### src/rtl/md_iter_unit_if.sv
// Request/response bundle between the core and the RV32M multi-cycle unit.
// The core drives the request (master); md_iter_unit answers (slave).
interface md_iter_unit_if #(
  parameter int unsigned WIDTH = 32
);
  logic             start;
  logic [2:0]       funct3;
  logic [WIDTH-1:0] op1;
  logic [WIDTH-1:0] op2;
  logic             flush;
  logic             busy;
  logic             done;
  logic [WIDTH-1:0] result;
  logic             zero;

  modport master (
    output start, funct3, op1, op2, flush,
    input  busy, done, result, zero
  );

  modport slave (
    input  start, funct3, op1, op2, flush,
    output busy, done, result, zero
  );
endinterface

### src/rtl/md_iter_unit.sv
// RV32M multiply/divide unit: single-cycle multiply, radix-2 restoring divide.
// busy stalls the core while dividing; done pulses once when result is valid.
module md_iter_unit #(
  parameter int unsigned WIDTH = 32
) (
  input  logic            clk,
  input  logic            rst_n,
  md_iter_unit_if.slave   bus
);

  localparam int unsigned CntW = $clog2(WIDTH + 1);

  typedef enum logic [1:0] {StIdle, StDivide, StDone} state_e;

  state_e             state_q, state_d;
  logic [WIDTH-1:0]   result_q, result_d;
  logic [WIDTH:0]     rem_q, rem_d;
  logic [WIDTH-1:0]   quo_q, quo_d;
  logic [WIDTH-1:0]   div_q, div_d;
  logic [CntW-1:0]    cnt_q, cnt_d;
  logic               qneg_q, qneg_d;
  logic               rneg_q, rneg_d;
  logic               is_rem_q, is_rem_d;

  logic               accept;
  logic               is_mul;
  logic               div_zero;
  logic               div_ovf;
  logic               short_op;
  logic               last_iter;
  logic               signed_div;
  logic               neg1, neg2;
  logic [WIDTH-1:0]   abs1, abs2;

  logic [WIDTH:0]     mul_a, mul_b;
  logic [2*WIDTH+1:0] prod;
  logic [WIDTH-1:0]   mul_res;

  logic [WIDTH:0]     rem_shift;
  logic [WIDTH-1:0]   quo_shift;
  logic [WIDTH:0]     trial;
  logic [WIDTH:0]     rem_next;
  logic [WIDTH-1:0]   quo_next;

  // Decode of the request and the cycle-0 operand preprocessing.
  always_comb begin
    accept     = bus.start && !bus.flush && (state_q == StIdle || state_q == StDone);
    is_mul     = !bus.funct3[2];
    signed_div = !bus.funct3[0];
    div_zero   = (bus.op2 == '0);
    div_ovf    = signed_div && (bus.op1 == {1'b1, {(WIDTH-1){1'b0}}}) && (bus.op2 == '1);
    short_op   = is_mul || div_zero || div_ovf;
    neg1       = signed_div && bus.op1[WIDTH-1];
    neg2       = signed_div && bus.op2[WIDTH-1];
    abs1       = neg1 ? (~bus.op1 + 1'b1) : bus.op1;
    abs2       = neg2 ? (~bus.op2 + 1'b1) : bus.op2;
    last_iter  = (cnt_q == CntW'(WIDTH - 1));
  end

  // Operands are sign- or zero-extended to WIDTH+1 bits, then to the full product width, so an
  // unsigned multiply of the extended values yields the correct two's-complement product.
  always_comb begin
    mul_a = {(bus.funct3 == 3'b001 || bus.funct3 == 3'b010) && bus.op1[WIDTH-1], bus.op1};
    mul_b = {(bus.funct3 == 3'b001) && bus.op2[WIDTH-1], bus.op2};
    prod  = {{(WIDTH+1){mul_a[WIDTH]}}, mul_a} * {{(WIDTH+1){mul_b[WIDTH]}}, mul_b};
    mul_res = (bus.funct3[1:0] == 2'b00) ? prod[WIDTH-1:0] : prod[2*WIDTH-1:WIDTH];
  end

  // One restoring step: shift {rem, quo} left, keep the difference when it does not borrow.
  always_comb begin
    rem_shift = {rem_q[WIDTH-1:0], quo_q[WIDTH-1]};
    quo_shift = {quo_q[WIDTH-2:0], 1'b0};
    trial     = rem_shift - {1'b0, div_q};
    rem_next  = trial[WIDTH] ? rem_shift : trial;
    quo_next  = {quo_shift[WIDTH-1:1], !trial[WIDTH]};
  end

  always_ff @(posedge clk or negedge rst_n) begin
    if (!rst_n) begin
      state_q  <= StIdle;
      result_q <= '0;
      rem_q    <= '0;
      quo_q    <= '0;
      div_q    <= '0;
      cnt_q    <= '0;
      qneg_q   <= 1'b0;
      rneg_q   <= 1'b0;
      is_rem_q <= 1'b0;
    end else begin
      state_q  <= state_d;
      result_q <= result_d;
      rem_q    <= rem_d;
      quo_q    <= quo_d;
      div_q    <= div_d;
      cnt_q    <= cnt_d;
      qneg_q   <= qneg_d;
      rneg_q   <= rneg_d;
      is_rem_q <= is_rem_d;
    end
  end

  always_comb begin
    state_d = state_q;
    unique case (state_q)
      StIdle, StDone: begin
        if (accept) begin
          state_d = short_op ? StDone : StDivide;
        end else begin
          state_d = StIdle;
        end
      end
      StDivide: begin
        if (bus.flush) begin
          state_d = StIdle;
        end else if (last_iter) begin
          state_d = StDone;
        end
      end
      default: state_d = StIdle;
    endcase
  end

  always_comb begin
    result_d = result_q;
    rem_d    = rem_q;
    quo_d    = quo_q;
    div_d    = div_q;
    cnt_d    = cnt_q;
    qneg_d   = qneg_q;
    rneg_d   = rneg_q;
    is_rem_d = is_rem_q;
    if (accept) begin
      if (is_mul) begin
        result_d = mul_res;
      end else if (div_zero) begin
        result_d = bus.funct3[1] ? bus.op1 : '1;
      end else if (div_ovf) begin
        result_d = bus.funct3[1] ? '0 : {1'b1, {(WIDTH-1){1'b0}}};
      end else begin
        rem_d    = '0;
        quo_d    = abs1;
        div_d    = abs2;
        cnt_d    = '0;
        qneg_d   = neg1 ^ neg2;
        rneg_d   = neg1;
        is_rem_d = bus.funct3[1];
      end
    end else if (state_q == StDivide && !bus.flush) begin
      rem_d = rem_next;
      quo_d = quo_next;
      cnt_d = cnt_q + 1'b1;
      if (last_iter) begin
        if (is_rem_q) begin
          result_d = rneg_q ? (~rem_next[WIDTH-1:0] + 1'b1) : rem_next[WIDTH-1:0];
        end else begin
          result_d = qneg_q ? (~quo_next + 1'b1) : quo_next;
        end
      end
    end
  end

  always_comb begin
    bus.busy   = (state_q == StDivide);
    bus.done   = (state_q == StDone);
    bus.result = result_q;
    bus.zero   = (result_q == '0);
  end

endmodule

### src/flat_wrapper.sv
// flat-port wrapper written by rule: the top's interface ports become plain ports
module md_iter_unit_flat 
#(
  parameter int unsigned WIDTH = 32
)
  (clk, rst_n, bus_start, bus_funct3, bus_op1, bus_op2, bus_flush, bus_busy, bus_done, bus_result, bus_zero);
  md_iter_unit_if #(.WIDTH(WIDTH)) bus_i ();
  input  logic clk;
  input  logic rst_n;
  input wire logic [$bits(bus_i.start)-1:0] bus_start;
  input wire logic [$bits(bus_i.funct3)-1:0] bus_funct3;
  input wire logic [$bits(bus_i.op1)-1:0] bus_op1;
  input wire logic [$bits(bus_i.op2)-1:0] bus_op2;
  input wire logic [$bits(bus_i.flush)-1:0] bus_flush;
  output wire logic [$bits(bus_i.busy)-1:0] bus_busy;
  output wire logic [$bits(bus_i.done)-1:0] bus_done;
  output wire logic [$bits(bus_i.result)-1:0] bus_result;
  output wire logic [$bits(bus_i.zero)-1:0] bus_zero;
  assign bus_i.start = bus_start;
  assign bus_i.funct3 = bus_funct3;
  assign bus_i.op1 = bus_op1;
  assign bus_i.op2 = bus_op2;
  assign bus_i.flush = bus_flush;
  assign bus_busy = bus_i.busy;
  assign bus_done = bus_i.done;
  assign bus_result = bus_i.result;
  assign bus_zero = bus_i.zero;
  md_iter_unit #(.WIDTH(WIDTH)) u_core (.clk(clk), .rst_n(rst_n), .bus(bus_i));
endmodule
### config.mk
export PLATFORM = sky130hd
export DESIGN_NAME = md_iter_unit_flat
export DESIGN_NICKNAME = d
export VERILOG_FILES = /design/src/rtl/md_iter_unit_if.sv /design/src/rtl/md_iter_unit.sv /design/src/flat_wrapper.sv
export SDC_FILE = /design/constraint.sdc
export NUM_CORES = 2
export LEC_CHECK = 0
export CAP_MARGIN = 20
export CELL_PAD_IN_SITES_DETAIL_PLACEMENT = 0
export CELL_PAD_IN_SITES_GLOBAL_PLACEMENT = 1
export CORE_MARGIN = 8
export CORE_UTILIZATION = 55
export CTS_BUF_LIST = sky130_fd_sc_hd__clkbuf_4 sky130_fd_sc_hd__clkbuf_8
export CTS_CLUSTER_DIAMETER = 150
export DETAILED_ROUTE_END_ITERATION = 8
export GPL_TIMING_DRIVEN = 0
export PLACE_DENSITY = 0.9
export SLEW_MARGIN = 20
export SYNTH_ARGS = -nofsm -noshare
export SYNTH_HDL_FRONTEND = slang
export SYNTH_SLANG_ARGS = --single-unit
### constraint.sdc
create_clock -name clk -period 11.11 [get_ports clk]
set_clock_uncertainty 0.2 [all_clocks]
set_input_delay 1.111 -clock clk [delete_from_list [all_inputs] [get_ports clk]]
set_output_delay 1.111 -clock clk [all_outputs]
set_load 0.05 [all_outputs]
==> key figures <==
STA
  – Final cycle utilization of the critical path: 1.00
  – Slew margin rel.: 0.159
  – RSZ-0062 raised after global routing: yes
  – Max Freq: 89.8 MHz
  – Min cycle time layout: 11.13 ns
  – Endpoints failing setup: 1
  – Fin. Hold Viols: 0
  – Final Max Tran Viols: 0
  – Post-route setup slack: -0.0225 ns
  – Setup TNS: -0.0225 ns
  – Worst-Margin Slew: 1.26 ns

Detailed routing
  – Vias: 44300
  – Final ANT Viol Nets: 0
  – Vias per cell: 6.16
  – Final WL: 204000 um
  – DRC Markers: 0
  – Drt pass-1 iters: 6
  – Starting DRT DRC Count: 5620
  – Drt wl/cell: 28.4 um

Setup path
  – Slowest CP cell: fa_1
  – Worst EP required: 11.29 ns
  – Cell family with most CP delay: adder cells
  – CP endpoint kind: flip-flop
  – CP dominant cell by count: fa_1
  – CP max FO: 12
  – WP buf/inv: 5
  – Arrival @ worst endpoint: 11.31 ns
  – Worst path max stage delay: 0.68 ns
  – Crit path kind: in2reg
  – Startpoint types: input pin

Yosys
  – FFs w/ async S/R, synth: 1.00
  – Commonest cells in the netlist: 1234 x inv_1, 1126 x fa_1, 955 x nand2_1, 311 x and2_1, 265 x clkbuf_1
  – Synthesized Nets: 7310
  – Syn_area_per_cell: 8.57 um2
  – Synth Instances: 5863
  – FF+latch count, synth: 139
  – Yosys top cell by area: fa_1
  – Seq/Total Area, Yosys: 0.0692
  – Most frequent cell after synthesis: inv_1
  – Ys flop type: dfrtp_1
  – Warning count from the yosys run: 0
  – Yosys top cell area share: 0.449
  – Ranking of synthesized cells by area: fa_1 45%, inv_1 9.2%, nand2_1 7.1%
  – Cell variety after synth: 97
  – EDFF count, synth: 0
  – Cell Area, Synth: 50200 um2

Floorplanning
  – Row cnt: 111
  – Chip height: 318 um
  – Core area: 91100 um2
  – Initial Utilization: 0.551
  – Die W: 318 um
  – # IOs: 106
  – DIE AREA: 101000 um2

Global route
  – Met1 Usage GRT: 0.498
  – GR peak layer: met2
  – GR Util All Layers: 0.399
  – Initial antenna violation count: 35
  – First-pass GRT wire length: 296000 um
  – Met2 global-route usage: 0.602
  – Largest net degree at the start of global routing: 81
  – GR Util met3: 0.122
  – GRT overflow: 0
  – Vias in the first global route: 45000

Cells and area
  – Multi-input logic area: 40700 um2
  – Layout cells sized above 1: 0.0372
  – Area delta synth->final: 5.92%
  – Layout fillers: 8501
  – Nets@finish: 7407
  – Storage element area: 3480 um2

Run
  – Max Cap Viol: 0

Placed design
  – Final Wtd Congestion: 1.05
  – Hpwl dp: 167000 um
  – Pre-CTS WS: -2.08 ns
  – I/O Buffers: 61

CTS
  – CTS tree: done
  – Clock Latency Late Sink: 0.51 ns
  – Clk slew on worst S/H paths: 0.11 ns
  – Root Buffer: clkbuf_8
  – CTS Buffer Depth: 2
  – Clock sinks: 139
  – TritonCTS buffer count: 17
  – H-tree depth: 4
  – Cts-stage hold buffer count: 0

Run status
  – Status: finished, violations left
  – Failing checks: negative setup slack

Hold path
  – Type of the worst min-delay path: reg2reg
[final timing paths]
path	slack, ns	depth (start not counted)	start	to
max	-0.02	28	bus_op2[31]	u_core.bus.result[30]
min	0.30	2	u_core.div_q[6]	u_core.div_q[6]
max reg2reg	3.63	27	u_core.quo_q[31]	u_core.bus.result[20]
min reg2reg	0.30	2	u_core.div_q[6]	u_core.div_q[6]
max in group asynchronous	9.52	2	rst_n	u_core.bus.result[26]
min in group asynchronous	0.39	1	rst_n	u_core.rem_q[30]
[per-stage QoR]
stage                     instance area, um2  hold WS (ns)  utilization  cells
final                                  53200         0.299        0.584   7189
after global routing                   53200         0.346        0.584   7167
after CTS                              53000         0.296        0.582   7151
after detailed placement               52400         0.271        0.575   7113
after global placement                 52300         0.267        0.574   7110
after floorplan                        50200         0.250            -   5863
[per-layer routing]
layer / wire length (um) / part of all wire / up-vias
met5: 41 / 0.00020 / -
met4: 17300 / 0.085 / 6
met3: 26000 / 0.13 / 782
met2: 87300 / 0.43 / 2924
met1: 73400 / 0.36 / 22500
li1: - / - / 18000
[cell type report]
type | instances | area share
clock inverter | 15 | 0.00315
buffer | 377 | 0.0306
inverter | 1235 | 0.0872
timing repair buffer | 78 | 0.0148
tap | 1186 | 0.0279
antenna | 30 | 0.00141
sequential | 139 | 0.0654
multi-input combinational | 4112 | 0.765
clock buffer | 17 | 0.00440
[logic make-up (layout without fill, tap and decap cells)]
logic type      after synthesis  in the layout  synth area share
simple gates               1779           1779             0.163
buf+inv                    1612           1722             0.121
fa+ha+maj                  1376           1376             0.511
compound gates              719            719            0.0927
xor+xnor                    207            207            0.0361
flops                       139            139            0.0692
mux                          31             31           0.00640
other cells                   0             30                 0
[tightest hold or removal path, cell delays in order (launching register included)]
cell and delay (ns):
dfrtp_1 0.36, nand2_1 0.05, o21ai_0 0.06
[sequential cells by signal (all words and copies together), names as in the netlist]
register / cells
u_core.bus.result: 32
u_core.cnt_q: 6
u_core.div_q: 32
u_core.is_rem_q: 1
u_core.qneg_q: 1
u_core.quo_q: 32
u_core.rem_q: 32
u_core.rneg_q: 1
u_core.state_q: 2
[repair_timing]
item                       in CTS  in global routing
pin swaps                       1                  2
setup buffers                   6                  8
resized for setup              41                103
setup endpoints to repair      21                 14
[cells in the final DEF (no fill, tap or decap), types with 23 or more instances in the layout]
cell type	n
inv_1	1232
o31ai_1	24
ha_1	250
nand4_1	29
clkbuf_2	68
o211ai_1	33
nand2_1	955
xor2_1	79
clkdlybuf4s50_1	60
and2_1	311
nand3_1	66
nor3_1	45
xnor2_1	127
and3_1	23
a21oi_1	188
buf_2	23
o21ai_0	204
dfrtp_1	139
a31oi_1	23
nor4_1	28
mux2i_1	25
nor2_1	199
fa_1	1123
diode_2	30
a21o_1	46
buf_1	67
clkbuf_1	203
Power is left out: the tool's default activity adds up to more than one toggle a clock period on the data nets, which glitch-free logic cannot reach.
